### config.mk
export PLATFORM = sky130hd
export DESIGN_NAME = dff_delay_line
export DESIGN_NICKNAME = d
export VERILOG_FILES = /design/src/rtl/dff_delay_line.sv
export SDC_FILE = /design/constraint.sdc
export NUM_CORES = 1
export LEC_CHECK = 0
export BUFFER_PORTS_ARGS = -buffer_cell sky130_fd_sc_hd__buf_2
export CAP_MARGIN = 20
export CORE_ASPECT_RATIO = 1.25
export CORE_MARGIN = 5
export CORE_UTILIZATION = 59
export DETAILED_ROUTE_END_ITERATION = 7
export MAX_ROUTING_LAYER = met4
export PLACE_DENSITY = 0.83
export SLEW_MARGIN = 20
export SYNTH_ARGS = -nofsm -noshare
export SYNTH_HDL_FRONTEND = slang
export SYNTH_SLANG_ARGS = --single-unit
### constraint.sdc
create_clock -name clk -period 3.9 [get_ports clk]
set_input_delay 0.39 -clock clk [delete_from_list [all_inputs] [get_ports clk]]
set_output_delay 0.39 -clock clk [all_outputs]
set_load 0.01 [all_outputs]
### src/rtl/dff_delay_line.sv
// dff_delay_line: WIDTH-bit, DEPTH-stage register pipeline with a valid flag per stage.
//
// Ports:
//   clk        rising-edge clock
//   rst        asynchronous active-high reset; loads RST_VAL into data, clears valids
//   en         advance enable; the pipeline shifts one stage when high
//   clr        synchronous flush; takes priority over en
//   d          data into stage 0
//   d_valid    valid flag that travels with d
//   q          data of the last stage (DEPTH-1)
//   q_valid    valid flag of the last stage
//   tap_sel    stage index for the tap output
//   tap_q      data of stage tap_sel (RST_VAL when tap_sel is out of range)
//   tap_valid  valid flag of stage tap_sel (0 when tap_sel is out of range)
//   occ        number of stages currently holding valid data
module dff_delay_line #(
   parameter int unsigned      WIDTH   = 8,
   parameter int unsigned      DEPTH   = 4,
   parameter logic [WIDTH-1:0] RST_VAL = '0,
   localparam int unsigned     TW      = (DEPTH > 1) ? $clog2(DEPTH) : 1,
   localparam int unsigned     CW      = $clog2(DEPTH + 1)
) (
   input  logic             clk,
   input  logic             rst,
   input  logic             en,
   input  logic             clr,
   input  logic [WIDTH-1:0] d,
   input  logic             d_valid,
   output logic [WIDTH-1:0] q,
   output logic             q_valid,
   input  logic [TW-1:0]    tap_sel,
   output logic [WIDTH-1:0] tap_q,
   output logic             tap_valid,
   output logic [CW-1:0]    occ
);

   logic [WIDTH-1:0] data_q [DEPTH];
   logic [WIDTH-1:0] data_d [DEPTH];
   logic [DEPTH-1:0] vld_q;
   logic [DEPTH-1:0] vld_d;
   logic [CW-1:0]    occ_q;
   logic [CW-1:0]    occ_d;

   always_comb begin
      data_d = data_q;
      vld_d  = vld_q;
      occ_d  = occ_q;
      if (clr) begin
         for (int unsigned i = 0; i < DEPTH; i++) begin
            data_d[i] = RST_VAL;
         end
         vld_d = '0;
         occ_d = '0;
      end else if (en) begin
         data_d[0] = d;
         vld_d[0]  = d_valid;
         for (int unsigned i = 1; i < DEPTH; i++) begin
            data_d[i] = data_q[i-1];
            vld_d[i]  = vld_q[i-1];
         end
         // Incoming valid enters while the last stage's valid leaves; the count stays in
         // 0..DEPTH because it always tracks the popcount of vld_q.
         occ_d = occ_q + CW'(d_valid) - CW'(vld_q[DEPTH-1]);
      end
   end

   always_ff @(posedge clk or posedge rst) begin
      if (rst) begin
         for (int unsigned i = 0; i < DEPTH; i++) begin
            data_q[i] <= RST_VAL;
         end
         vld_q <= '0;
         occ_q <= '0;
      end else begin
         data_q <= data_d;
         vld_q  <= vld_d;
         occ_q  <= occ_d;
      end
   end

   // Compare-based mux so an out-of-range tap_sel (non power-of-two DEPTH) falls to defaults.
   always_comb begin
      tap_q     = RST_VAL;
      tap_valid = 1'b0;
      for (int unsigned i = 0; i < DEPTH; i++) begin
         if (TW'(i) == tap_sel) begin
            tap_q     = data_q[i];
            tap_valid = vld_q[i];
         end
      end
   end

   assign q       = data_q[DEPTH-1];
   assign q_valid = vld_q[DEPTH-1];
   assign occ     = occ_q;

endmodule
# Word-level counts from Yosys, hierarchy flattened
# Index checks and enable logic that the tools add are counted.
# W data, S select, Z words.
[totals]
input_bits = 15
ff_bits = 39
out_inout_bits = 21
[op_classes]
eq_ne = 3
muxes = 14
n_addsub = 2
n_reduce_logical = 2
[op_table]
columns = ["operator", "n"]
rows = [
  ["$mux W32", 2],
  ["$mux W8", 4],
  ["$mux W4", 2],
  ["$mux W3", 2],
  ["$eq A2 B2 Y1 const A", 2],
  ["$mux W1", 4],
  ["$add A3 B1 Y3", 1],
  ["$sub A3 B1 Y3", 1],
  ["$eq A1 B2 Y1 const A", 1],
  ["$logic_not A2 Y1", 1],
  ["$reduce_bool A2 Y1", 1],
]

# Longest topological paths before layout
[depth]
depth_word = 5
ltp_mapped = 9

# Worst setup path before layout
# OpenSTA, ideal clock, no wires.
[synth_timing]
kind = "register to register"
start = "register vld_q[3]"
end = "register occ_q[2], in the netlist occ[2]"
slack_ns = 2.053
path_stages_with_launch = 9
path_buffers = 0
arrival_time_ns = 1.727
path_cell_list = "dfrtp_1 ha_1 inv_1 ha_1 inv_1 fa_1 xor2_1 a21oi_1 a31o_2"
[synth_between]
elab_chain_len = 3
[synth_lines]
columns = ["item", "line_no", "source"]
rows = [
  ["start, declared", "39", "logic [DEPTH-1:0] vld_q;"],
  ["start signal, assigned", "76", "vld_q <= vld_d;"],
  ["$sub A3 B1 Y3", "63", "occ_d = occ_q + CW'(d_valid) - CW'(vld_q[DEPTH-1]);"],
  ["$mux W3", "54", "end else if (en) begin"],
  ["$mux W3", "48", "if (clr) begin"],
  ["end signal, assigned", "73", "occ_q <= '0;"],
  ["end signal, assigned", "77", "occ_q <= occ_d;"],
  ["end, declared", "41", "logic [CW-1:0] occ_q;"],
]
# No other way between the ends. The select of a mux whose other input is x is not followed.
# A chain may end at the register's enable or synchronous reset.

# Worst setup path after layout
# Ends and elaborated chain as after synthesis.

==> metrics.txt <==
status finished clean; post-synthesis register bit count 39; mapped cell area approximately 1900 um2; PwrDens between 400 and 500 nW/um2; Routability Congestion roughly 0.7; Port Buf Inserts 35; Max Fanout on Critical Path 4; Tmin final around 1.9 ns; Max Clock Skew a little over 0.009 ns; final setup fails 0; ys async rst share 100%; total track usage between 10% and 20%; top post-synthesis cells by count 39 x dfrtp_1, 39 x nor2_1, 37 x mux2i_1, 12 x buf_4, 9 x mux4_2; die width roughly 60 um; final instance area 2130 um2; largest net degree at the start of global routing 42; final worst-path cycle share approximately 49%; Slew @ Worst Pin approximately 1.1 ns; final hold violation count 0; Net Count, Synth approximately 170; CTS Buf Count 5; EDFF count, synth 0; top-area cell type share of the netlist area between 50 and 60%; Fill cells 250; Mean Syn Cell Area 12.4 um2; CP max stage delay approximately 0.41 ns; Core Area between 3000 and 4000 um2; DRC 0; global-route wire length before repair just over 6000 um; share of layout cells above drive strength 1 about 30%; clock latency at the later pin of the worst-skew pair between 0.2 and 0.3 ns; dpl hpwl 2450 um; worst path required time 4.09 ns; antenna cells 0; CTS sink cnt 39; die height between 70 and 80 um; leading area contributor after synthesis dfrtp_1; DR WL/cell around 17 um; Worst slew margin around 25%; vias in the first global route ~1300; Worst path slowest cell dfrtp_1; Syn-to-layout area delta 10.6%; RSZ-0062 raised after global routing no; Worst Path Arrival 2.12 ns; post-CTS setup buffers 0; P_leak about 0.0012 uW; initial antenna violation count 0; total number of vias 1225; WL final 3600 um; depth of the CTS H-tree 2; First-pass DRT Iterations 5; Synth cell types 16; cells along the critical path ha_1, inv_1, ha_1, inv_1, fa_1, xor2_1, a21oi_1, a31o_2; CTS root buf clkbuf_8; total of cells resized after clock tree synthesis 0; Max Root-Sink Buffers 2; Die Area 4520 um2; worst vdd ir 333 uV; CTS tree yes; setup TNS 0 ns; GR Overflow Total 0; # nets final a little under 200; Most used DFF post-synth dfrtp_1; Hold Buf Count CTS 0; Max Fclk 519 MHz; Clock Pin Slew Worst Setup and Hold Paths roughly 0.080 ns; Cells after Synth about 160; # IOs 36; Area contributors post-synth dfrtp_1 51%, mux2i_1 19%, mux4_2 11%; Worst Setup Start Kind flop; Site Rows 23; Setup crit end kind flop; max-cap violation count 0; Synth warnings 0; HP Class in -> async; Setup Crit Path Kind reg -> reg; post-route ant nets 0; initial core utilization roughly three fifths; DR vias/cell about 5.6; Area after DPL 2020 um2; final slew viol count 0; post-synthesis sequential area ratio about 51%; starting DRC count in detailed routing 41
[placed cells by master, fill, tap and decap left out]
cell / synthesis / final
mux2i_1: 37 / 37
mux4_2: 9 / 9
clkinv_2: 0 / 1
a211oi_1: 1 / 1
nand2b_1: 1 / 1
bufinv_16: 0 / 1
a31o_2: 1 / 1
nor2_1: 39 / 39
buf_4: 12 / 1
a21oi_1: 1 / 1
inv_1: 4 / 4
buf_2: 4 / 35
ha_1: 2 / 2
clkinv_4: 0 / 1
fa_1: 1 / 1
clkbuf_8: 0 / 5
xor2_1: 1 / 1
dfrtp_1: 39 / 39
[final cells by class]
cell class | instances | area, um2 | share of cell area [%]
clock buffers | 5 | 68.8 | 3.23
inverters | 4 | 15.0 | 0.704
multi-input cells | 93 | 801 | 37.5
clock inverters | 3 | 43.8 | 2.05
repair buffers | 36 | 183 | 8.56
well taps | 37 | 46.3 | 2.17
flip-flops and latches | 39 | 976 | 45.7
[path summary, 6_finish.rpt]
| kind | from | to | slack, ns | cells after the start |
|---|---|---|---|---|
| worst max-delay path | vld_q[3]$_DFFE_PP0P_ | occ[2]$_DFFE_PP0P_ | 1.97 | 8 |
| worst min-delay path | rst | occ[2]$_DFFE_PP0P_ | 0.21 | 3 |
| worst max register to register | vld_q[3]$_DFFE_PP0P_ | occ[2]$_DFFE_PP0P_ | 1.97 | 8 |
| worst min register to register | q[5]$_DFFE_PP0P_ | q[5]$_DFFE_PP0P_ | 0.54 | 2 |
| max in group asynchronous | rst | q[0]$_DFFE_PP0P_ | 3.35 | 3 |
| min in group clk | d[7] | data_q[31]$_DFFE_PP0P_ | 0.34 | 3 |
[report_power, final]
| part | internal, uW | switching [uW] |
|---|---|---|
| Combinational | 40.3 | 50.0 |
| Clock | 190 | 145 |
| Sequential | 417 | 10.8 |
[through the flow]
step / util (%) / cells / setup slack [ns] / hold WS (ns) / total power [uW]
final: 66.8 / 217 / 1.97 / 0.209 / 854
after global placement: 63.3 / 209 / 2.01 / 0.516 / 523
after detailed placement: 63.3 / 209 / 1.95 / 0.529 / 527
after CTS: 66.8 / 217 / 1.96 / 0.224 / 863
after global routing: 66.8 / 217 / 1.84 / 0.254 / 894
after floorplan: - / 155 / 2.05 / 0.503 / 503
[critical path: cells and delay by family (launching register included)]
family	cells	cell delay [ns]
compound gates	2	0.35
xor+xnor	1	0.18
fa+ha+maj	3	0.79
buf+inv	2	0.10
flops	1	0.41
[metal layers]
metal	global-route usage, %	routed length [um]	part of all wire [%]
met5	-	0	0
met4	8.92	101	2.8
met3	5.80	227	6.3
met2	27.6	1790	50
met1	24.8	1480	41
[flip-flops by register name, summed over array words and instances, names as in the netlist]
register,cells
q,8
vld_q,4
occ,3
data_q,24
[kinds of logic (layout without fill, tap and decap cells)]
logic type | after synthesis | in the layout | synth area share, %
AOI/OAI and AO/OA | 3 | 3 | 1.10
adders and majority gates | 3 | 3 | 2.34
and+or+nand+nor | 40 | 40 | 7.92
DFF | 39 | 39 | 50.6
muxes | 46 | 46 | 29.7
xor gates and xnor gates | 1 | 1 | 0.454
buffers and inverters | 23 | 48 | 7.85
(Power assumes the default switching activity.)
